==> config.mk <==
export PLATFORM = sky130hd
export DESIGN_NAME = fetch_stage
export DESIGN_NICKNAME = d
export VERILOG_FILES = /design/src/rtl/mmm_pkg.sv /design/src/rtl/sync_fifo.sv /design/src/rtl/fetch_stage.sv
export SDC_FILE = /design/constraint.sdc
export NUM_CORES = 1
export LEC_CHECK = 0
export CORE_MARGIN = 2
export CORE_UTILIZATION = 58
export CTS_BUF_LIST = sky130_fd_sc_hd__clkbuf_16
export CTS_CLUSTER_DIAMETER = 120
export DETAILED_ROUTE_END_ITERATION = 6
export GPL_TIMING_DRIVEN = 1
export PLACE_DENSITY = 0.78
export SKIP_CTS_REPAIR_TIMING = 1
export SLEW_MARGIN = 20
export SYNTH_ARGS = -nofsm -noshare
export SYNTH_HDL_FRONTEND = slang
export SYNTH_SLANG_ARGS = --single-unit
==> constraint.sdc <==
create_clock -name clk_i -period 28.4 [get_ports clk_i]
set_clock_uncertainty 0.05 [all_clocks]
set_input_delay 2.84 -clock clk_i [delete_from_list [all_inputs] [get_ports clk_i]]
set_output_delay 2.84 -clock clk_i [all_outputs]
set_load 0.1 [all_outputs]
==> src/rtl/mmm_pkg.sv <==
// Shared widths and the instruction-queue entry type for the fetch stage.
package mmm_pkg;

   localparam int XLEN = 32;
   localparam int ILEN = 32;

   typedef struct packed {
      logic [XLEN-1:0] pc;
      logic [ILEN-1:0] instr;
   } fetch_entry_t;

endpackage

==> src/rtl/sync_fifo.sv <==
// Circular-buffer FIFO with wrap-bit pointers, occupancy count and a synchronous clear.
module sync_fifo #(
   parameter int  DEPTH = 4,
   parameter type T     = logic [31:0]
) (
   input  logic                       clk,
   input  logic                       rst,
   input  logic                       clear,
   input  logic                       push,
   input  T                           push_data,
   input  logic                       pop,
   output T                           pop_data,
   output logic                       full,
   output logic                       empty,
   output logic [$clog2(DEPTH):0]     count
);

   localparam int AW = $clog2(DEPTH);

   T             mem [DEPTH];
   logic [AW:0]  wr_ptr;
   logic [AW:0]  rd_ptr;
   logic         do_push;
   logic         do_pop;

   assign count    = wr_ptr - rd_ptr;
   assign empty    = (wr_ptr == rd_ptr);
   assign full     = (count == (AW+1)'(DEPTH));
   assign pop_data = mem[rd_ptr[AW-1:0]];

   // A push into a full buffer is only legal when the head leaves in the same cycle.
   assign do_push  = push && (!full || pop);
   assign do_pop   = pop && !empty;

   always_ff @(posedge clk or posedge rst) begin
      if (rst) begin
         wr_ptr <= '0;
         rd_ptr <= '0;
         for (int i = 0; i < DEPTH; i++) mem[i] <= '0;
      end else if (clear) begin
         wr_ptr <= '0;
         rd_ptr <= '0;
      end else begin
         if (do_push) begin
            mem[wr_ptr[AW-1:0]] <= push_data;
            wr_ptr              <= wr_ptr + 1'b1;
         end
         if (do_pop) rd_ptr <= rd_ptr + 1'b1;
      end
   end

endmodule

==> src/rtl/fetch_stage.sv <==
// Fetch stage: issues PC-gen's PC to instruction memory, pairs in-order responses with their
// PCs and queues {pc,instr} for decode; drops in-flight work on a mispredict flush.
module fetch_stage
   import mmm_pkg::*;
#(
   parameter int IQ_DEPTH  = 4,
   parameter int MAX_OUTST = 2
) (
   input  logic            clk_i,
   input  logic            rst_i,
   input  logic [XLEN-1:0] pc_i,
   output logic            fetch_ready_o,
   input  logic            flush_i,
   output logic            imem_req_valid_o,
   input  logic            imem_req_ready_i,
   output logic [XLEN-1:0] imem_req_addr_o,
   input  logic            imem_resp_valid_i,
   input  logic [ILEN-1:0] imem_resp_instr_i,
   output logic            instr_valid_o,
   input  logic            instr_ready_i,
   output logic [ILEN-1:0] instr_o,
   output logic [XLEN-1:0] instr_pc_o
);

   // Handshakes: a transfer happens on a cycle where valid && ready; valid never depends on
   // ready, and the producer holds its data stable until the transfer completes.

   localparam int CW         = $clog2(MAX_OUTST + 1);
   localparam int PEND_DEPTH = (MAX_OUTST < 2) ? 2 : MAX_OUTST;

   logic [CW-1:0]                   outst_cnt;
   logic [CW-1:0]                   discard_cnt;
   logic                            req_fire;
   logic                            resp_keep;
   logic                            iq_push;
   logic                            iq_pop;
   fetch_entry_t                    iq_in;
   fetch_entry_t                    iq_head;
   logic                            iq_full;
   logic                            iq_empty;
   logic [$clog2(IQ_DEPTH):0]       iq_cnt;
   logic [XLEN-1:0]                 pend_pc;
   logic                            pend_full;
   logic                            pend_empty;
   logic [$clog2(PEND_DEPTH):0]     pend_cnt;

   // Credit rule: every issued request already owns an IQ slot, so responses never stall.
   assign imem_req_valid_o = !rst_i && !flush_i
                             && (int'(outst_cnt) < MAX_OUTST)
                             && (int'(outst_cnt) + int'(iq_cnt) < IQ_DEPTH);
   assign imem_req_addr_o  = pc_i;
   assign req_fire         = imem_req_valid_o && imem_req_ready_i;
   assign fetch_ready_o    = req_fire;

   assign resp_keep = imem_resp_valid_i && (discard_cnt == '0) && !flush_i;
   assign iq_push   = resp_keep;
   assign iq_pop    = instr_valid_o && instr_ready_i && !flush_i;
   assign iq_in     = '{pc: pend_pc, instr: imem_resp_instr_i};

   assign instr_valid_o = !iq_empty;
   assign instr_o       = iq_head.instr;
   assign instr_pc_o    = iq_head.pc;

   sync_fifo #(.DEPTH(PEND_DEPTH), .T(logic [XLEN-1:0])) u_pend_fifo (
      .clk       (clk_i),
      .rst       (rst_i),
      .clear     (flush_i),
      .push      (req_fire),
      .push_data (pc_i),
      .pop       (resp_keep),
      .pop_data  (pend_pc),
      .full      (pend_full),
      .empty     (pend_empty),
      .count     (pend_cnt)
   );

   sync_fifo #(.DEPTH(IQ_DEPTH), .T(fetch_entry_t)) u_iq_fifo (
      .clk       (clk_i),
      .rst       (rst_i),
      .clear     (flush_i),
      .push      (iq_push),
      .push_data (iq_in),
      .pop       (iq_pop),
      .pop_data  (iq_head),
      .full      (iq_full),
      .empty     (iq_empty),
      .count     (iq_cnt)
   );

   always_ff @(posedge clk_i or posedge rst_i) begin
      if (rst_i) begin
         outst_cnt   <= '0;
         discard_cnt <= '0;
      end else begin
         case ({req_fire, imem_resp_valid_i})
            2'b10:   outst_cnt <= outst_cnt + 1'b1;
            2'b01:   if (outst_cnt != '0) outst_cnt <= outst_cnt - 1'b1;
            default: outst_cnt <= outst_cnt;
         endcase
         // Everything still in flight at the flush belongs to the wrong path.
         if (flush_i)
            discard_cnt <= outst_cnt - CW'(imem_resp_valid_i && (outst_cnt != '0));
         else if (imem_resp_valid_i && (discard_cnt != '0))
            discard_cnt <= discard_cnt - 1'b1;
      end
   end

   a_credit : assert property (@(posedge clk_i) disable iff (rst_i)
      int'(outst_cnt) + int'(iq_cnt) <= IQ_DEPTH);
   a_track  : assert property (@(posedge clk_i) disable iff (rst_i)
      int'(outst_cnt) == int'(pend_cnt) + int'(discard_cnt));
   a_pend   : assert property (@(posedge clk_i) disable iff (rst_i)
      (resp_keep |-> !pend_empty) and (req_fire |-> !pend_full));
   a_iq     : assert property (@(posedge clk_i) disable iff (rst_i)
      iq_push |-> (!iq_full || iq_pop));

endmodule

== Word-level counts from Yosys, hierarchy flattened ==
Index checks and enable logic that the tools add are counted.
Operators by class
  add/sub/neg operators: 11
  magnitude comparators: 8
  equality and inequality tests: 7
  mux-type cells: 24
  bitwise operators: 5
  reduce and logical (&&, ||, !) cells: 36
Operators with widths (number)
  $bwmux 256: 1
  $mux 64: 3
  $bmux 64 s2: 1
  $demux 64 s2: 1
  $mux 32: 4
  $bwmux 64: 1
  $demux 32 s1: 1
  $logic_and 1x1->1: 16
  $reduce_bool 2->1: 8
  $mux 2: 7
  $mux 3: 4
  $add 2x1->2 const B: 3
  $add 3x1->3 const B: 2
  $ge 3x3->1 const B: 2
  $logic_not 1->1: 6
  $not 2->3: 2
  $reduce_and 2->1: 3
  $add 2x3->4: 1
  $eq 2x2->1 const B: 2
  $ge 2x2->1 const B: 2
  $lt 4x3->1 const B: 1
  $not 1->2: 2
  $pmux 2 s2: 1
  $sub 2x1->2 const B: 2
  other kinds (14): 15
Storage, ports and cells
  flip-flop bits (word level): 334
  input bits: 70
  word-level logic and storage cells: 107

== Logic depth before layout (Yosys ltp) ==
  depth after elaboration: 8
  depth in mapped cells: 11
  gate-level depth less buffers: 9

== By module ==
Synthesis repeated with hierarchy kept, for this count alone.
Second synthesis, totals
  cells, all modules: 943
  area total of the unflattened synthesis: 15393.5 µm²
By module, submodules not included
  sync_fifo at u_iq_fifo: instances 1, cells each 668, area an instance 11596.1 µm², sequential area each 6556.3 µm²
  sync_fifo at u_pend_fifo: instances 1, cells each 205, area an instance 3221.8 µm², sequential area each 1701.6 µm²
  fetch_stage: instances 1, cells each 70, area an instance 575.6 µm², sequential area each 100.1 µm²

== Least setup slack after synthesis ==
OpenSTA, ideal clock, no wires.
  path kind: input -> output
  from: input rst_i
  to: output imem_req_valid_o
  arrival: 4430 ps
  path slack: 21080 ps
  stages on the path: 3
  path through: nor4_1 nand2_1 nor2_1
On the way
  cells in the longest elaborated chain, start to end: 4
RTL lines
  from (decl): line fetch_stage.sv:10  | input logic rst_i,
  $logic_not 1->1 (no source line)
  $logic_and 1x1->1: line fetch_stage.sv:48  | assign imem_req_valid_o = !rst_i && !flush_i
  $logic_and 1x1->1: line fetch_stage.sv:49  | && (int'(outst_cnt) < MAX_OUTST)
  $logic_and 1x1->1: line fetch_stage.sv:50  | && (int'(outst_cnt) + int'(iq_cnt) < IQ_DEPTH);
  to (decl): line fetch_stage.sv:14  | output logic imem_req_valid_o,
No other way between the ends.

== Worst setup path after layout ==
  from: input flush_i
  to: output fetch_ready_o
On the way
  cells in the longest elaborated chain, start to end: 5
RTL lines
  from (decl): line fetch_stage.sv:13  | input logic flush_i,
  $logic_not 1->1: line fetch_stage.sv:48
  $logic_and 1x1->1: line fetch_stage.sv:48
  $logic_and 1x1->1: line fetch_stage.sv:49
  $logic_and 1x1->1: line fetch_stage.sv:50
  $logic_and 1x1->1: line fetch_stage.sv:52  | assign req_fire = imem_req_valid_o && imem_req_ready_i;
  to (decl): line fetch_stage.sv:12  | output logic fetch_ready_o,
No other way between the ends.

==> key figures <==
Outcome
  – Status: finished clean

Critical path
  – Maximum fanout along the worst path: 17
  – Arr. time, crit path: 5.57 ns
  – Req. time, crit path: 25.51 ns
  – CP Launch Type: input port
  – Path depth of the worst reg2reg path: 8
  – Capturing point of the worst reg2reg path: u_pend_fifo.mem[22]$_DFFE_PP0P_
  – Origin of the critical flop-to-flop path: u_iq_fifo.rd_ptr[0]$_DFFE_PP0P_
  – Reg2Reg Setup Slack: about 25 ns
  – CP Class: in -> out
  – Worst Setup SP: flush_i
  – Critical path endpoint: fetch_ready_o
  – Critical Path End Type: primary output

Logic synthesis
  – Largest family of logic cells by synthesized area: multiplexers
  – Xor/xnor cell area share of the yosys netlist: less than 1%
  – Synthesized area: 15200 sq um
  – Ys Warns: 0
  – Mean Syn Cell Area: roughly 16 sq um
  – Synth Area in Adders: 0.956%
  – Mapped Cells: 926
  – Register area share after synthesis: 55.1%
  – Post-Syn Nets: between 1000 and 1500
  – Mux share of post-synthesis cell area: 36.7%
  – Compound-Gate Fraction of Synth Area: 1.08%
  – Post-Synth Simple-Gate Area: 1.29%
  – Distinct cells, synth: 40
  – Yosys reg bits: 334

Detailed routing
  – Vias per cell: between 5 and 6
  – Remaining DRCs: 0
  – Iter 0 DRT Violations: around 440
  – Post-route ant nets: 0
  – Drt pass-1 iters: 4
  – Vias post-DR: 8192
  – Routed WL: 28700 microns
  – WL/cell: 20.2 microns

STA
  – RSZ-0062 raised after global routing: false
  – Tmin final: 8.46 ns
  – Final setup viols: 0
  – Fin crit share: 29.8%
  – Slew @ Worst Pin: 1.07 ns
  – Fin. Hold Viols: 0
  – Max Slew Vio Count: 0
  – Fmax: between 100 and 150 MHz
  – Worst relative slew slack: 28.4%
  – Setup TNS: 0 ns
  – Setup ws final: 19.94 ns

Clock tree
  – H-tree Lvls: 2
  – Worst skew pair latency: around 0.5 ns
  – Clock Path Buffers: 3
  – Root Buffer: clkbuf_16
  – Worst-path clk slew: 0.06 ns
  – CTS buffer count: 36
  – CTS Sinks: 334
  – CTS tree: built

Cells and area
  – Layout cells sized above 1: around 45%
  – Final net count: 1141
  – Area grow syn2layout: 17.7%
  – # diodes: 0
  – Post-Layout Cell Count: 1419
  – Final core occ: 69.1%

Floorplanning
  – Starting Density: 58.7%
  – Core region area: 25800 sq um
  – Die height: 166 microns
  – Area of the die: roughly 27000 sq um
  – Rows: 59
  – Top Ports: between 150 and 200
  – Die Wd: 166 microns

Min path
  – Hold WC Path Type: reg -> reg
  – Worst Hold Launch: u_iq_fifo.mem[100]$_DFFE_PP0P_
  – Hold path cells: 1

GRT
  – Vias in the first global route: 8997
  – Largest net degree at the start of global routing: 114
  – Tot GR Track Use: 21.7%
  – Gr ovfl total: 0
  – First-pass GRT wire length: 48300 microns
  – Initial antenna violation count: 0

Placed design
  – DP Worst Slack: 19.92 ns
  – IO Port Bufs: roughly 170
  – Placed cells: 1357
  – RePlAce Congestion: around 0.74
  – Dpl hpwl: 16900 microns

Pwr
  – Power per cell area: 122 nW/um^2
  – Lkg Pwr: 7.99 nW
  – Peak supply drop: 0.0000881 V

Run
  – Max_cap viols: 0
Yosys cell counts:
master	number	share of area [%]
a31o_2	1	0.058
fa_1	1	0.13
o21ai_0	8	0.26
buf_4	36	1.8
buf_1	4	0.099
a21bo_2	1	0.066
nor4_1	1	0.041
o31ai_1	1	0.049
o311ai_4	1	0.17
buf_6	21	1.6
a22oi_1	1	0.049
and4b_1	1	0.066
a311oi_1	1	0.058
a21oi_1	7	0.23
clkbuf_1	10	0.25
nor2_1	11	0.27
nand2b_1	5	0.21
nor3b_1	1	0.049
mux2i_1	4	0.26
nand2_1	4	0.099
nand3b_1	2	0.099
inv_1	11	0.27
a31oi_1	1	0.041
xor2_1	2	0.12
mux2_4	29	2.9
dfrtp_1	334	55
and3b_1	1	0.058
mux4_2	64	9.5
o21bai_1	1	0.049
xnor2_1	5	0.29
nand3_4	1	0.12
xor3_2	1	0.16
nor2_2	3	0.12
and2_1	1	0.041
or3b_2	1	0.058
buf_2	12	0.40
o22ai_1	1	0.041
nand3_1	2	0.066
ha_1	10	0.82
mux2_2	324	24
layout make-up:
cell class                      count  area, sq um
Inverter                           11         48.8
Sequential cell                   334         8370
Clock buffer                       37          926
Tap cell                          335          419
Timing Repair Buffer              179         1760
Clock inverter                     25          153
Fill cell                        1781         7980
Multi-Input combinational cell    498         6180
cells in the final DEF, fill, tap and decap left out, types with 2 or more instances in the layout:
master	n
a21oi_1	7
buf_4	11
bufinv_16	2
clkbuf_16	37
clkdlybuf4s50_1	168
clkinv_1	14
clkinv_2	2
dfrtp_1	331
dfrtp_4	2
ha_1	10
inv_1	16
mux2_2	324
mux2_4	29
mux2i_1	4
mux4_2	64
nand2_1	4
nand2b_1	5
nand3_1	2
nand3b_1	2
nor2_1	10
nor2_4	4
o21ai_0	8
xnor2_1	5
xor2_1	2
per-layer routing:
metal	vias to the layer above	track usage, %	routed length, microns
li1	3639	-	-
met2	174	35.4	14000
met4	0	5.97	578
met3	43	4.58	1500
met5	-	0	0
met1	4336	30.0	12600
sequential cells by signal, indices dropped and copies added, names as in the netlist:
name	flops
u_pend_fifo.mem	64
discard_cnt	2
outst_cnt	2
u_iq_fifo.rd_ptr	3
u_iq_fifo.wr_ptr	3
u_iq_fifo.mem	256
u_pend_fifo.wr_ptr	2
u_pend_fifo.rd_ptr	2
power breakdown:
| group | internal, mW | total [mW] | leakage [nW] | switching, mW |
|---|---|---|---|---|
| Sequential | 0.650 | 0.742 | 4.35 | 0.0917 |
| Clock | 0.252 | 0.430 | 0.546 | 0.178 |
| Combinational | 0.370 | 1.01 | 3.10 | 0.638 |
| Total | 1.27 | 2.18 | 7.99 | 0.908 |
logic make-up (layout without fill, tap and decap cells):
group           Yosys count  count (layout)
buf+inv                  94             252
compound gates           24              24
mux                     421             421
xor+xnor                  8               8
fa+ha+maj                11              11
simple gates             34              34
flops                   334             334
worst min-delay path by stage:
stage,end,slack (ns)
floorplan,u_pend_fifo.mem[28]$_DFFE_PP0P_,0.42
global placement,u_iq_fifo.mem[89]$_DFFE_PP0P_,0.43
detailed placement,u_pend_fifo.mem[27]$_DFFE_PP0P_,0.44
CTS,u_pend_fifo.mem[27]$_DFFE_PP0P_,0.45
global route,u_iq_fifo.mem[92]$_DFFE_PP0P_,0.46
finish,u_iq_fifo.mem[100]$_DFFE_PP0P_,0.45
metrics by stage:
stage               hold slack [ns]  power (mW)  instance area (sq um)
floorplan                     0.424        1.54                  15200
global placement              0.434        1.74                  16800
detailed placement            0.437        1.76                  16800
CTS                           0.451        2.20                  17900
global route                  0.458        2.28                  17900
finish                        0.449        2.18                  17900
worst max-delay path, cell delays in order:
cell and delay [ns]:
clkdlybuf4s50_1 0.68, nor4_1 0.34, and4b_1 0.48, clkdlybuf4s50_1 1.22
No activity file was read; power rests on OpenSTA's default activity.
